==> config.mk <==
export PLATFORM = sky130hd
export DESIGN_NAME = adr_gen_scan_flat
export DESIGN_NICKNAME = d
export VERILOG_FILES = /design/src/rtl/adr_gen_scan_pkg.sv /design/src/rtl/adr_gen_scan_if.sv /design/src/rtl/adr_gen_scan_compose.sv /design/src/rtl/adr_gen_scan.sv /design/src/flat_wrapper.sv
export SDC_FILE = /design/constraint.sdc
export NUM_CORES = 1
export LEC_CHECK = 0
export BUFFER_PORTS_ARGS = -buffer_cell sky130_fd_sc_hd__buf_2
export CAP_MARGIN = 10
export CORE_ASPECT_RATIO = 0.7
export CORE_MARGIN = 4
export CORE_UTILIZATION = 30
export DETAILED_ROUTE_END_ITERATION = 12
export GPL_TIMING_DRIVEN = 0
export PLACE_DENSITY = 0.59
export SLEW_MARGIN = 20
export SYNTH_ARGS = -nofsm -noshare
export SYNTH_HDL_FRONTEND = slang
export SYNTH_HIERARCHICAL = 1
export SYNTH_SLANG_ARGS = --single-unit
==> constraint.sdc <==
create_clock -name clk -period 5.2 [get_ports clk]
set_input_delay 0.78 -clock clk [delete_from_list [all_inputs] [get_ports clk]]
set_output_delay 0.78 -clock clk [all_outputs]
set_load 0.01 [all_outputs]
==> src/rtl/adr_gen_scan_pkg.sv <==
// Shared opcodes, FSM states and sizing helpers for the address generator.
// Latency: n/a (declarations only).
// Backpressure: n/a.
package adr_gen_scan_pkg;

  // Command opcodes carried on cmd_op; 6 and 7 decode as NOP.
  typedef enum logic [2:0] {
    ADR_OP_NOP      = 3'd0,
    ADR_OP_MATRIX_R = 3'd1,
    ADR_OP_MATRIX_W = 3'd2,
    ADR_OP_LOAD_SEG = 3'd3,
    ADR_OP_SCAN     = 3'd4,
    ADR_OP_ABORT    = 3'd5
  } adr_op_e;

  // Scan engine states.
  typedef enum logic [1:0] {
    ST_IDLE = 2'd0,
    ST_SCAN = 2'd1,
    ST_DONE = 2'd2
  } adr_state_e;

  // Number of DW-wide load segments needed to cover an AW-bit address.
  function automatic int nseg_of(input int aw, input int dw);
    return (aw + dw - 1) / dw;
  endfunction

  // Segment index width, never narrower than one bit.
  function automatic int seg_w(input int nseg);
    return (nseg <= 1) ? 1 : $clog2(nseg);
  endfunction

endpackage

==> src/rtl/adr_gen_scan_if.sv <==
// Command, coordinate and address/scan-stream bundle of the address generator.
// Latency: n/a (wiring only).
// Backpressure: scan stream uses dout_valid/out_ready.
interface adr_gen_scan_if
  import adr_gen_scan_pkg::*;
#(
  parameter int CW = 8,
  parameter int DW = 8
);
  localparam int AW   = 2 * CW + 2;
  localparam int NSEG = nseg_of(AW, DW);
  localparam int SW   = seg_w(NSEG);

  logic          cmd_valid;
  logic [2:0]    cmd_op;
  logic [SW-1:0] cmd_seg;
  logic [DW-1:0] din;
  logic [CW-1:0] art;
  logic [CW-1:0] arg;
  logic [CW-1:0] awt;
  logic [CW-1:0] awg;
  logic          tog_inc;
  logic          quad_inc;
  logic          out_ready;
  logic [AW-1:0] dout;
  logic          dout_valid;
  logic          busy;
  logic          scan_done;
  logic [1:0]    quad_out;
  logic          quad_z;
  logic          tog;

  modport master (
    output cmd_valid, cmd_op, cmd_seg, din, art, arg, awt, awg,
           tog_inc, quad_inc, out_ready,
    input  dout, dout_valid, busy, scan_done, quad_out, quad_z, tog
  );

  modport slave (
    input  cmd_valid, cmd_op, cmd_seg, din, art, arg, awt, awg,
           tog_inc, quad_inc, out_ready,
    output dout, dout_valid, busy, scan_done, quad_out, quad_z, tog
  );

endinterface

==> src/rtl/adr_gen_scan_compose.sv <==
// Forms a matrix address {q1, hi, q0, lo} from quadrant, T/G coordinates and transpose flag.
// Latency: combinational.
// Backpressure: none.
module adr_gen_scan_compose #(
  parameter int CW = 8
) (
  input  logic [1:0]      quad_i,
  input  logic            tog_i,
  input  logic [CW-1:0]   t_i,
  input  logic [CW-1:0]   g_i,
  output logic [2*CW+1:0] adr_o
);

  // Transpose swaps which coordinate lands in the high and low fields.
  always_comb begin
    if (tog_i) adr_o = {quad_i[1], t_i, quad_i[0], g_i};
    else       adr_o = {quad_i[1], g_i, quad_i[0], t_i};
  end

endmodule

==> src/rtl/adr_gen_scan.sv <==
// Matrix address generator with segment load and a self-timed quadrant scan engine.
// Latency: commands registered on the accepting edge (1 cycle); scan beat per accepted cycle.
// Backpressure: scan holds dout/dout_valid while out_ready is low. Option: ADR_SCAN_AUTOQUAD_EN.
module adr_gen_scan
  import adr_gen_scan_pkg::*;
#(
  parameter int CW  = 8,
  parameter int DW  = 8,
  parameter int DIM = 4
) (
  input  logic          clk,
  input  logic          rst_n,
  adr_gen_scan_if.slave bus
);

  localparam int AW   = 2 * CW + 2;
  localparam int NSEG = nseg_of(AW, DW);
  localparam int SW   = seg_w(NSEG);
  localparam int PW   = NSEG * DW;
  localparam logic [CW-1:0] LAST = CW'(DIM - 1);

  adr_state_e    state_q, state_d;
  logic [CW-1:0] t_q, t_d;
  logic [CW-1:0] g_q, g_d;
  logic [AW-1:0] dout_q, dout_d;
  logic          tog_q, tog_d;
  logic [1:0]    quad_q, quad_d;

  logic [CW-1:0] comp_t, comp_g;
  logic [AW-1:0] comp_adr;
  logic [CW-1:0] nxt_t, nxt_g;
  logic          last_t, last_beat;
  logic [PW-1:0] seg_pad;
  logic          is_abort;

  // Raster order: T runs fastest, G advances when T wraps.
  assign last_t    = (t_q == LAST);
  assign last_beat = last_t && (g_q == LAST);
  assign nxt_t     = last_t ? '0 : t_q + CW'(1);
  assign nxt_g     = last_t ? g_q + CW'(1) : g_q;
  assign is_abort  = bus.cmd_valid && (bus.cmd_op == ADR_OP_ABORT);

  // Coordinate source for the shared composer: matrix ports, scan origin or next scan point.
  always_comb begin
    comp_t = nxt_t;
    comp_g = nxt_g;
    if (state_q == ST_IDLE) begin
      comp_t = '0;
      comp_g = '0;
      if (bus.cmd_valid && bus.cmd_op == ADR_OP_MATRIX_R) begin
        comp_t = bus.art;
        comp_g = bus.arg;
      end else if (bus.cmd_valid && bus.cmd_op == ADR_OP_MATRIX_W) begin
        comp_t = bus.awt;
        comp_g = bus.awg;
      end
    end
  end

  adr_gen_scan_compose #(.CW(CW)) u_compose (
    .quad_i (quad_q),
    .tog_i  (tog_q),
    .t_i    (comp_t),
    .g_i    (comp_g),
    .adr_o  (comp_adr)
  );

  // Segment overlay on a padded copy so the top segment may hang past AW; out-of-range seg matches nothing.
  always_comb begin
    seg_pad = PW'(dout_q);
    for (int s = 0; s < NSEG; s++) begin
      if (bus.cmd_seg == SW'(s)) seg_pad[s*DW +: DW] = bus.din;
    end
  end

  // Next-state: command decode in IDLE, beat stepping in SCAN, one-cycle DONE.
  always_comb begin
    state_d = state_q;
    t_d     = t_q;
    g_d     = g_q;
    dout_d  = dout_q;
    tog_d   = tog_q;
    quad_d  = quad_q;
    case (state_q)
      ST_IDLE: begin
        if (bus.tog_inc)  tog_d  = ~tog_q;
        if (bus.quad_inc) quad_d = quad_q + 2'd1;
        if (bus.cmd_valid) begin
          case (bus.cmd_op)
            ADR_OP_MATRIX_R,
            ADR_OP_MATRIX_W: dout_d = comp_adr;
            ADR_OP_LOAD_SEG: dout_d = seg_pad[AW-1:0];
            ADR_OP_SCAN: begin
              t_d     = '0;
              g_d     = '0;
              dout_d  = comp_adr;
              state_d = ST_SCAN;
            end
            default: ;
          endcase
        end
      end
      ST_SCAN: begin
        if (is_abort) begin
          state_d = ST_IDLE;
        end else if (bus.out_ready) begin
          if (last_beat) begin
            state_d = ST_DONE;
`ifdef ADR_SCAN_AUTOQUAD_EN
            quad_d  = quad_q + 2'd1;
`endif
          end else begin
            t_d    = nxt_t;
            g_d    = nxt_g;
            dout_d = comp_adr;
          end
        end
      end
      ST_DONE: state_d = ST_IDLE;
      default: state_d = ST_IDLE;
    endcase
  end

  // State registers with asynchronous clear.
  always_ff @(posedge clk or negedge rst_n) begin
    if (!rst_n) begin
      state_q <= ST_IDLE;
      t_q     <= '0;
      g_q     <= '0;
      dout_q  <= '0;
      tog_q   <= 1'b0;
      quad_q  <= 2'd0;
    end else begin
      state_q <= state_d;
      t_q     <= t_d;
      g_q     <= g_d;
      dout_q  <= dout_d;
      tog_q   <= tog_d;
      quad_q  <= quad_d;
    end
  end

  assign bus.dout       = dout_q;
  assign bus.dout_valid = (state_q == ST_SCAN);
  assign bus.busy       = (state_q == ST_SCAN);
  assign bus.scan_done  = (state_q == ST_DONE);
  assign bus.quad_out   = quad_q;
  assign bus.quad_z     = (quad_q == 2'd0);
  assign bus.tog        = tog_q;

endmodule

==> src/flat_wrapper.sv <==
// flat-port wrapper written by rule: the top's interface ports become plain ports
module adr_gen_scan_flat import adr_gen_scan_pkg::*;
#(
  parameter int CW  = 8,
  parameter int DW  = 8,
  parameter int DIM = 4
)
  (clk, rst_n, bus_cmd_valid, bus_cmd_op, bus_cmd_seg, bus_din, bus_art, bus_arg, bus_awt, bus_awg, bus_tog_inc, bus_quad_inc, bus_out_ready, bus_dout, bus_dout_valid, bus_busy, bus_scan_done, bus_quad_out, bus_quad_z, bus_tog);
  adr_gen_scan_if #(.CW(CW), .DW(DW)) bus_i ();
  input  logic clk;
  input  logic rst_n;
  input wire logic [$bits(bus_i.cmd_valid)-1:0] bus_cmd_valid;
  input wire logic [$bits(bus_i.cmd_op)-1:0] bus_cmd_op;
  input wire logic [$bits(bus_i.cmd_seg)-1:0] bus_cmd_seg;
  input wire logic [$bits(bus_i.din)-1:0] bus_din;
  input wire logic [$bits(bus_i.art)-1:0] bus_art;
  input wire logic [$bits(bus_i.arg)-1:0] bus_arg;
  input wire logic [$bits(bus_i.awt)-1:0] bus_awt;
  input wire logic [$bits(bus_i.awg)-1:0] bus_awg;
  input wire logic [$bits(bus_i.tog_inc)-1:0] bus_tog_inc;
  input wire logic [$bits(bus_i.quad_inc)-1:0] bus_quad_inc;
  input wire logic [$bits(bus_i.out_ready)-1:0] bus_out_ready;
  output wire logic [$bits(bus_i.dout)-1:0] bus_dout;
  output wire logic [$bits(bus_i.dout_valid)-1:0] bus_dout_valid;
  output wire logic [$bits(bus_i.busy)-1:0] bus_busy;
  output wire logic [$bits(bus_i.scan_done)-1:0] bus_scan_done;
  output wire logic [$bits(bus_i.quad_out)-1:0] bus_quad_out;
  output wire logic [$bits(bus_i.quad_z)-1:0] bus_quad_z;
  output wire logic [$bits(bus_i.tog)-1:0] bus_tog;
  assign bus_i.cmd_valid = bus_cmd_valid;
  assign bus_i.cmd_op = bus_cmd_op;
  assign bus_i.cmd_seg = bus_cmd_seg;
  assign bus_i.din = bus_din;
  assign bus_i.art = bus_art;
  assign bus_i.arg = bus_arg;
  assign bus_i.awt = bus_awt;
  assign bus_i.awg = bus_awg;
  assign bus_i.tog_inc = bus_tog_inc;
  assign bus_i.quad_inc = bus_quad_inc;
  assign bus_i.out_ready = bus_out_ready;
  assign bus_dout = bus_i.dout;
  assign bus_dout_valid = bus_i.dout_valid;
  assign bus_busy = bus_i.busy;
  assign bus_scan_done = bus_i.scan_done;
  assign bus_quad_out = bus_i.quad_out;
  assign bus_quad_z = bus_i.quad_z;
  assign bus_tog = bus_i.tog;
  adr_gen_scan #(.CW(CW), .DW(DW), .DIM(DIM)) u_core (.clk(clk), .rst_n(rst_n), .bus(bus_i));
endmodule
==> run summary, run 1 <==
via count of the first global-routing pass - 2638
total track usage - 0.1534
initial antenna violation count - 0
Layout Utilization - 0.3895
GRT met2 Usage - 0.2180
Setup crit end kind - register
DIE AREA - 11340 sq um
final WL - 8560 um
max-cap violations - 0
syn nets - 343
synth warn - 6
design area - 3603 sq um
drt first pass iters - 4
worst rel slew slack - 0.3086
Routed WL per cell - 17.29 um
final hold slack - 504.8 ps
Highest Clock Rate - 302.7 MHz
Slew Limit Fails - 0
Root Driver - clkbuf_16
Area Growth Syn to Fin - 24.08%
clk_skew - 6.445 ps
post-synthesis sequential area ratio - 0.3361
Mean Syn Cell Area - 10.05 sq um
total CTS buffers - 5
Min-Delay Path Class - reg2reg
Post-Place Worst Slack - 1870 ps
Synth cell types - 48
Most Used Layer, Global Route - met1
mapped cell area - 2904 sq um
fin nets - 424
Final Hold Viols - 0
remaining antenna violation count after routing - 0
Port-buffer cells - 74
Antenna diodes - 0
R2R depth - 9
Yosys top cell by area - dfrtp_1
Worst path top cell family by delay - simple AND/OR/NAND/NOR gates
Worst Path Max Fanout - 9
Vias/cell - 5.253
routing usage on met1 - 0.2387
DP Wirelength - 6612 um
CP bufs+invs - 0
CP startpoint - u_core/t_q[0]
Final min period - 3304 ps
CTS clock-pin slew for the worst setup and hold paths - 60 ps
first-pass GRT wire length - 14080 um
Crit-path slowest cell - or3b_2
Seq cells post-synth - 39
cell breakdown of the critical path - ha_1 -> or3b_2 -> nor2_1 -> nand4_1 -> xor2_1 -> a21oi_1 -> mux2_4 -> mux2_2 -> mux2_2
Die Y - 90.32 um
critical path arrival - 3470 ps
final setup violating endpoints - 0
top_reg_cell synth - dfrtp_1
H-tree depth - 2
Worst R2R Start - u_core/t_q[0]
Yosys top cell area share - 0.3361
Worst-Margin Slew - 1029 ps
DR DRC count - 0
critical path class - reg2reg
grt met3 use - 0.03901
synthesized instance count - 289
CP Capture Point - u_core/bus.dout[12]
core area - 9253 sq um
clk_lat worst skew - 290 ps
worst IR drop on VDD - 0.0002148 V
number of flops mapped to enable cells by yosys - 0
Vias - 2600
R2R Setup Slk - 1900 ps
RR Endpoint - u_core/bus.dout[12]
Die W - 125.6 um
Final WS setup - 1896 ps
worst path required time - 5370 ps
FFs w/ async S/R, synth - 1.000
Bufs on Longest Clock Path - 2
Ports - 76
CTS Sinks - 39
grt total ovfl - 0
Resize count post-CTS - 0
Post CTS Setup Buffer Count - 0
Pleak - 1.611 nW
Synth area leaders - dfrtp_1 (34%), mux2_2 (14%), mux2_4 (9.3%)
DP Area - 3430 sq um
fin crit share - 0.6353
most frequent CP cell - mux2_2
setup tns final - 0 ps
initial core utilization - 0.3139
cell count along the critical path - 9
PD cells - 471.1 nW/um^2
RSZ-0062 raised after global routing - no
RD Place Congestion - 0.8600
# rows - 29
Worst path max stage delay - 530 ps
layout cells sized above 1 - 0.4070
startpoint class of the critical path - register
Initial DRC Count - 167
outcome - finished, final reports clean
pin count of the biggest net entering global routing - 40
hold buffer count at cts - 0
CTS tree - yes
## cells in the mapped netlist (all sizes together), types with 2 or more instances
library cell	instances
xor2	10
nand2b	4
clkbuf	15
buf	9
dfrtp	39
mux2	53
nand4b	2
inv	6
or3b	2
or3	4
o21ai	19
nor2b	4
nand3	9
xnor2	7
a31oi	3
or4	2
and2	3
ha	3
a21oi	17
nor3	3
nor3b	2
nor2	8
nand2	17
nor4	3
o31ai	8
o211ai	2
and3	2
a22oi	2
nand4	4
a221oi	14
## state kept, by name, indices dropped and copies added (netlist names)
signal / cells
u_core/bus.dout: 18
u_core/g_q: 8
u_core/t_q: 8
u_core/bus.quad_out: 2
u_core/state_q: 2
u_core/bus.tog: 1
## cells in the final DEF (no fill, tap or decap), types with 3 or more instances in the layout
master,synthesis,layout
buf_2,3,77
dfrtp_1,39,39
mux2_2,35,35
o21ai_0,19,19
mux2_4,18,18
nand2_1,17,17
a21oi_1,17,17
clkbuf_1,15,15
a221oi_1,14,14
xor2_1,10,10
nand3_1,9,9
nor2_1,8,8
o31ai_1,8,8
xnor2_1,7,7
inv_1,6,6
clkbuf_16,0,5
nand2b_1,4,4
nor2b_1,4,4
or3_1,4,4
nand4_1,4,4
nor3_1,3,3
a31oi_1,3,3
and2_1,3,3
ha_1,3,3
buf_4,3,3
## layout make-up
cell class                 count  area, sq um
buffer                        24        136.4
clock buffer                   6        138.9
clock inverter                 2        35.03
fill                         953         5649
inverter                       6        22.52
multi-input combinational    220         1769
sequential                    39        975.9
tap                          124        155.1
timing repair buffer          74        370.4
## logic make-up after synthesis
| kind of cell | after synthesis | share of synthesized area |
|---|---|---|
| AO/OA/AOI/OAI | 74 | 0.1702 |
| XOR/XNOR | 17 | 0.05127 |
| flip-flops | 39 | 0.3361 |
| multiplexers | 53 | 0.2288 |
| adder cells (fa/ha/maj) | 3 | 0.01293 |
| AND/OR/NAND/NOR | 73 | 0.1461 |
| buffers and inverters | 30 | 0.05471 |
## through the flow
stage	cells	total power [mW]
floorplan	289	1.087
global placement	487	1.320
detailed placement	487	1.334
CTS	495	1.710
global route	495	1.812
finish	495	1.697
## worst min-delay path by stage
stage / from / endpoint / slack (ps) / cells after the start
finish: u_core/bus.dout[10] / u_core/bus.dout[10] / 500 / 1
detailed placement: u_core/bus.dout[8] / u_core/bus.dout[8] / 490 / 1
global placement: u_core/bus.dout[9] / u_core/bus.dout[9] / 490 / 1
global route: u_core/bus.dout[10] / u_core/bus.dout[10] / 510 / 1
CTS: u_core/bus.dout[11] / u_core/bus.dout[11] / 510 / 1
floorplan: rst_n / u_core/bus.dout[0] / 480 / 0
## power breakdown
group / internal, mW / switching [mW]
combinational: 0.446 / 0.394
sequential: 0.407 / 0.0825
clock: 0.239 / 0.129
total: 1.09 / 0.606
## metal layers
metal | part of all wire | wire, um
met5 | 0 | 0
met4 | 0.0034 | 29
met3 | 0.088 | 752
met2 | 0.41 | 3523
met1 | 0.50 | 4255
Power figures use the tool's default switching activity.
==> run 2: changes to the inputs <==
Settings changed: ABC_AREA set to 1, PLACE_DENSITY 0.59 to 0.61.
Clock period 5.2 ns to 3 ns, I/O delays scaled along.
==> run summary, run 2 <==
H-tree depth - 2 (unchanged)
CTS Sinks - 39 (unchanged)
DIE AREA - 12030 sq um (was 11340 sq um)
cell breakdown of the critical path - ha_1 -> nand2_1 -> nor2_2 -> buf_2 -> o21ai_0 -> o21ai_0 -> nand2_1 -> nand2_2 -> nand2_1 -> nand2_1 -> nand2_1 -> nand2_1 (was ha_1 -> or3b_2 -> nor2_1 -> nand4_1 -> xor2_1 -> a21oi_1 -> mux2_4 -> mux2_2 -> mux2_2)
CP startpoint - u_core/t_q[0] (unchanged)
Port-buffer cells - 74 (unchanged)
worst IR drop on VDD - 0.0003652 V (was 0.0002148 V)
Yosys top cell by area - dfrtp_1 (unchanged)
critical path class - reg2reg (unchanged)
Post-synth top cells - nand2_1 (216), dfrtp_1 (39), inv_1 (36) (was dfrtp_1 (39), mux2_2 (35), o21ai_0 (19))
top_reg_cell synth - dfrtp_1 (unchanged)
Synth cell types - 31 (was 48)
Post-Place Worst Slack - 725.0 ps (was 1870 ps)
Final min period - 2308 ps (was 3304 ps)
final hold slack - 285.9 ps (was 504.8 ps)
Worst path top cell family by delay - simple AND/OR/NAND/NOR gates (unchanged)
CP bufs+invs - 1 (was 0)
clk_lat worst skew - 290 ps (about the same)
layout cells sized above 1 - 0.2544 (was 0.4070)
Highest Clock Rate - 433.4 MHz (was 302.7 MHz)
Worst Path Max Fanout - 10 (was 9)
Area Growth Syn to Fin - 23.25% (was 24.08%)
Bufs on Longest Clock Path - 2 (unchanged)
DP Wirelength - 7794 um (was 6612 um)
DR DRC count - 0 (unchanged)
design area - 3814 sq um (was 3603 sq um)
fin crit share - 0.7692 (was 0.6353)
post-synthesis sequential area ratio - 0.3154 (was 0.3361)
worst path required time - 3230 ps (was 5370 ps)
Die Y - 92.97 um (was 90.32 um)
Final WS setup - 692.5 ps (was 1896 ps)
Vias - 3405 (was 2600)
FFs w/ async S/R, synth - 1.000 (unchanged)
Antenna diodes - 0 (unchanged)
Vias/cell - 4.935 (was 5.253)
Slew Limit Fails - 0 (unchanged)
CTS tree - yes (unchanged)
number of flops mapped to enable cells by yosys - 0 (unchanged)
mapped cell area - 3094 sq um (was 2904 sq um)
total CTS buffers - 5 (unchanged)
RSZ-0062 raised after global routing - no (unchanged)
CTS clock-pin slew for the worst setup and hold paths - 60 ps (about the same)
most frequent cells in the layout - nand2_1 (216), buf_2 (80), dfrtp_1 (39) (was buf_2 (77), dfrtp_1 (39), mux2_2 (35))
sequential share of power - 0.236 (was 0.288)
Initial DRC Count - 279 (was 167)
internal cell power - 1.795 mW (was 1.091 mW)
Post CTS Setup Buffer Count - 0 (unchanged)
routing usage on met1 - 0.2496 (was 0.2387)
hold buffer count at cts - 0 (unchanged)
Most Used Layer, Global Route - met1 (unchanged)
Die W - 129.4 um (was 125.6 um)
Worst-Margin Slew - 889.0 ps (was 1029 ps)
remaining antenna violation count after routing - 0 (unchanged)
startpoint class of the critical path - register (unchanged)
DP Area - 3625 sq um (was 3430 sq um)
grt met3 use - 0.03938 (was 0.03901)
critical path arrival - 2530 ps (was 3470 ps)
Ports - 76 (unchanged)
syn nets - 534 (was 343)
final setup violating endpoints - 0 (unchanged)
total track usage - 0.1665 (was 0.1534)
Synth area leaders - dfrtp_1 (32%), nand2_1 (26%), nand3_1 (5.5%) (was dfrtp_1 (34%), mux2_2 (14%), mux2_4 (9.3%))
Mean Syn Cell Area - 6.446 sq um (was 10.05 sq um)
Seq cells post-synth - 39 (unchanged)
first-pass GRT wire length - 15950 um (was 14080 um)
initial antenna violation count - 0 (unchanged)
via count of the first global-routing pass - 3299 (was 2638)
drt first pass iters - 5 (was 4)
# rows - 30 (was 29)
Setup crit end kind - register (unchanged)
Net Sw Frac - 0.4563 (was 0.3572)
logic gate share of total power - 0.553 (was 0.495)
initial core utilization - 0.3134 (was 0.3139)
max-cap violations - 0 (unchanged)
GRT met2 Usage - 0.2405 (was 0.2180)
NetSw - 1.507 mW (was 0.6063 mW)
synth warn - 6 (unchanged)
fin nets - 615 (was 424)
core area - 9872 sq um (was 9253 sq um)
Clock power frac - 0.211 (was 0.217)
most common cell after layout, fill and taps aside - nand2_1 (was buf_2)
outcome - finished, final reports clean (unchanged)
Worst R2R Start - u_core/t_q[0] (unchanged)
most frequent cell after synthesis - nand2_1 (was dfrtp_1)
Worst path max stage delay - 430 ps (was 530 ps)
clk_skew - 5.729 ps (was 6.445 ps)
Largest register FFs - 18 (unchanged)
RD Place Congestion - 0.8959 (was 0.8600)
worst rel slew slack - 0.4073 (was 0.3086)
most frequent CP cell - nand2_1 (was mux2_2)
Crit-path slowest cell - dfrtp_1 (was or3b_2)
setup tns final - 0 ps (unchanged)
PD cells - 865.9 nW/um^2 (was 471.1 nW/um^2)
Routed WL per cell - 14.15 um (was 17.29 um)
Pleak - 2.173 nW (was 1.611 nW)
synthesized instance count - 480 (was 289)
pin count of the biggest net entering global routing - 40 (unchanged)
final WL - 9761 um (was 8560 um)
Final Hold Viols - 0 (unchanged)
Resize count post-CTS - 0 (unchanged)
Root Driver - clkbuf_16 (unchanged)
Min-Delay Path Class - in2async (was reg2reg)
Yosys top cell area share - 0.3154 (was 0.3361)
grt total ovfl - 0 (unchanged)
## run 2: worst reg2reg max path, cell delays in order, from the launching register on
cell	delay (ps)
dfrtp_1	430
ha_1	250
nand2_1	90
nor2_2	250
buf_2	270
o21ai_0	170
o21ai_0	360
nand2_1	120
nand2_2	70
nand2_1	50
nand2_1	50
nand2_1	60
nand2_1	70
## run 2: power by group through the flow
stage	logic (mW)	clock network (mW)	registers (mW)
after floorplan	1.23	0	0.832
after global placement	1.79	0	0.785
after detailed placement	1.80	0	0.787
after CTS	1.82	0.706	0.780
after global routing	2.04	0.724	0.804
final	1.83	0.695	0.779
## run 2: per-layer routing
metal  routed length [um]  share of wire
met3                  956          0.098
met2                 3941           0.40
met5                    0              0
met1                 4818           0.49
met4                   45         0.0046
## run 2: cell type report
class | count | area, sq um
multi-input combinational | 377 | 1794
clock inverter | 2 | 60.06
buffer | 18 | 143.9
inverter | 46 | 180.2
tap | 128 | 160.2
timing repair buffer | 74 | 370.4
sequential | 39 | 975.9
fill | 1047 | 6058
clock buffer | 6 | 128.9
## run 2: final timing paths
path,end,slack [ps],depth (start not counted)
worst max-delay path,u_core/bus.dout[4],690,12
worst min-delay path,u_core/bus.dout[8],290,1
worst max register to register,u_core/bus.dout[4],690,12
worst min register to register,u_core/bus.dout[6],470,2
max in group asynchronous,u_core/g_q[7],2160,1
min in group clk,u_core/bus.tog,420,3
## run 2: cells by family (layout without fill, tap and decap cells)
group | Yosys count | in the layout | synth area share
adder cells (fa/ha/maj) | 3 | 3 | 0.01213
XOR/XNOR | 10 | 10 | 0.02831
AO/OA/AOI/OAI | 34 | 34 | 0.06308
buffers and inverters | 64 | 146 | 0.1047
flip-flops | 39 | 39 | 0.3154
AND/OR/NAND/NOR | 330 | 330 | 0.4763
## run 2: metrics by stage
stage / instances / total power, mW / utilization
floorplan: 480 / 2.063 / -
global placement: 682 / 2.572 / 0.3672
detailed placement: 682 / 2.591 / 0.3672
CTS: 690 / 3.303 / 0.3863
global route: 690 / 3.572 / 0.3863
finish: 690 / 3.302 / 0.3863
==> run 3: changes to the inputs <==
Settings changed: ABC_AREA 1 to 0.
Clock period 3 ns to 1.9 ns, I/O delays scaled along.
==> run summary, run 3 (synthesis results as in run 1) <==
worst rel slew slack - 0.3704 (was 0.4073)
worst path required time - 2080 ps (was 3230 ps)
Final WS setup - -706.7 ps (was 692.5 ps)
setup tns final - -15440 ps (was 0 ps)
critical path arrival - 2790 ps (was 2530 ps)
Antenna diodes - 0 (unchanged)
clk_skew - 4.551 ps (was 5.729 ps)
Root Driver - clkbuf_16 (unchanged)
Largest register FFs - 18 (unchanged)
Fill cells - 861 (was 1047)
Pleak - 1.995 nW (was 2.173 nW)
R2R depth - 8 (was 12)
# rows - 29 (was 30)
CTS Sinks - 39 (unchanged)
design area - 4329 sq um (was 3814 sq um)
Port-buffer cells - 74 (unchanged)
clk_lat worst skew - 290 ps (about the same)
Ports - 76 (unchanged)
Area Growth Syn to Fin - 49.07% (was 23.25%)
RSZ-0062 raised after global routing - yes (was no)
Worst-Margin Slew - 944.4 ps (was 889.0 ps)
critical path class - reg2reg (unchanged)
layout cells sized above 1 - 0.6000 (was 0.2544)
Final Hold Viols - 0 (unchanged)
max-cap violations - 0 (unchanged)
fin crit share - 1.372 (was 0.7692)
uppermost layer routed - met4 (unchanged)
DP Wirelength - 6736 um (was 7794 um)
Layout Utilization - 0.4679 (was 0.3863)
DR DRC count - 0 (unchanged)
most frequent cells in the layout - buf_2 (76), mux2_4 (38), buf_4 (31), dfrtp_1 (31), mux2_2 (15) (was nand2_1 (216), buf_2 (80), dfrtp_1 (39))
R2R Setup Slk - -710 ps (was 690 ps)
DP Area - 3505 sq um (was 3625 sq um)
H-tree depth - 2 (unchanged)
CTS tree - yes (unchanged)
RR Endpoint - u_core/bus.dout[12] (was u_core/bus.dout[4])
Tot Pwr - 5.408 mW (was 3.302 mW)
Worst Path Max Fanout - 4 (was 10)
PD cells - 1249 nW/um^2 (was 865.9 nW/um^2)
final setup violating endpoints - 36 (was 0)
met3 wire length - 706 um (was 956 um)
Worst R2R Start - u_core/t_q[5] (was u_core/t_q[0])
Highest Clock Rate - 383.6 MHz (was 433.4 MHz)
RD Place Congestion - 0.8509 (was 0.8959)
first-pass GRT wire length - 15510 um (was 15950 um)
most common cell after layout, fill and taps aside - buf_2 (was nand2_1)
core area - 9253 sq um (was 9872 sq um)
startpoint class of the critical path - register (unchanged)
Slew Limit Fails - 0 (unchanged)
WL met2 - 4476 um (was 3941 um)
remaining antenna violation count after routing - 0 (unchanged)
Setup crit end kind - register (unchanged)
Die W - 125.6 um (was 129.4 um)
Min-Delay Path Class - in2async (unchanged)
Die Y - 90.32 um (was 92.97 um)
Post-Place Worst Slack - -1002 ps (was 725.0 ps)
WL met1 - 4658 um (was 4818 um)
worst IR drop on VDD - 0.0007068 V (was 0.0003652 V)
initial antenna violation count - 0 (unchanged)
Routed WL per cell - 18.81 um (was 14.15 um)
pin count of the biggest net entering global routing - 40 (unchanged)
total track usage - 0.1718 (was 0.1665)
Initial DRC Count - 174 (was 279)
DIE AREA - 11340 sq um (was 12030 sq um)
final WL - 9950 um (was 9761 um)
fin nets - 458 (was 615)
total CTS buffers - 5 (unchanged)
CTS clock-pin slew for the worst setup and hold paths - 60 ps (about the same)
grt total ovfl - 0 (unchanged)
drt first pass iters - 5 (unchanged)
via count of the first global-routing pass - 2935 (was 3299)
hold buffer count at cts - 0 (unchanged)
outcome - finished, violations left (was finished, final reports clean)
Bufs on Longest Clock Path - 2 (unchanged)
Final min period - 2607 ps (was 2308 ps)
Vias - 2881 (was 3405)
Vias/cell - 5.446 (was 4.935)
initial core utilization - 0.3139 (was 0.3134)
failing checks - setup timing
## run 3: what timing repair did
action	4_1_cts	5_1_grt
setup endpoints to repair	36	36
resized for setup	87	20
setup buffers	39	5
cloned	1	0
pin swaps	24	8
## run 3: how the worst max path moves through the flow
| stage | slack, ps | startpoint | to |
|---|---|---|---|
| 2_1_floorplan | -560 | u_core/t_q[0] | u_core/bus.dout[12] |
| 3_3_place_gp | -950 | bus_cmd_op[0] | u_core/bus.dout[15] |
| 3_5_place_dp | -1000 | bus_cmd_op[0] | u_core/bus.dout[6] |
| 4_1_cts | -650 | u_core/t_q[5] | u_core/bus.dout[14] |
| 5_1_grt | -750 | u_core/t_q[5] | u_core/bus.dout[14] |
| 6_report | -710 | u_core/t_q[5] | u_core/bus.dout[12] |
## run 3: area by class of cell
type,count,area (sq um),area share
sequential,39,985.9,0.2277
inverter,6,27.53,0.006358
timing repair buffer,113,704.4,0.1627
clock buffer,6,138.9,0.03208
clock inverter,2,35.03,0.008092
tap,124,155.1,0.03584
buffer,19,188.9,0.04364
multi-input combinational,220,2093,0.4835
## run 3: worst max-delay path: stages, from the launching register on
cell and delay [ps]:
dfrtp_2 420, or4_4 590, nor2_4 220, nand4_1 170, xor2_1 170, a21oi_1 100, mux2_4 300, mux2_4 270
mux2_2 260
## run 3: power by group
group	switching (mW)	total (mW)	internal, mW
logic	1.38	3.06	1.68
registers	0.215	1.34	1.12
clock network	0.357	1.01	0.653
## run 3: metrics by stage
step	hold WS, ps	std cells
after floorplan	-10.59	289
after global placement	484.7	487
after detailed placement	486.7	487
after CTS	177.3	525
after global routing	232.4	529
final	145.9	529
## run 3: routing by layer
| layer | vias up | global-route usage |
|---|---|---|
| li1 | 1312 | - |
| met1 | 1433 | 0.2398 |
| met2 | 126 | 0.2673 |
| met3 | 10 | 0.04137 |
| met4 | 0 | 0.04242 |
| met5 | - | 0 |
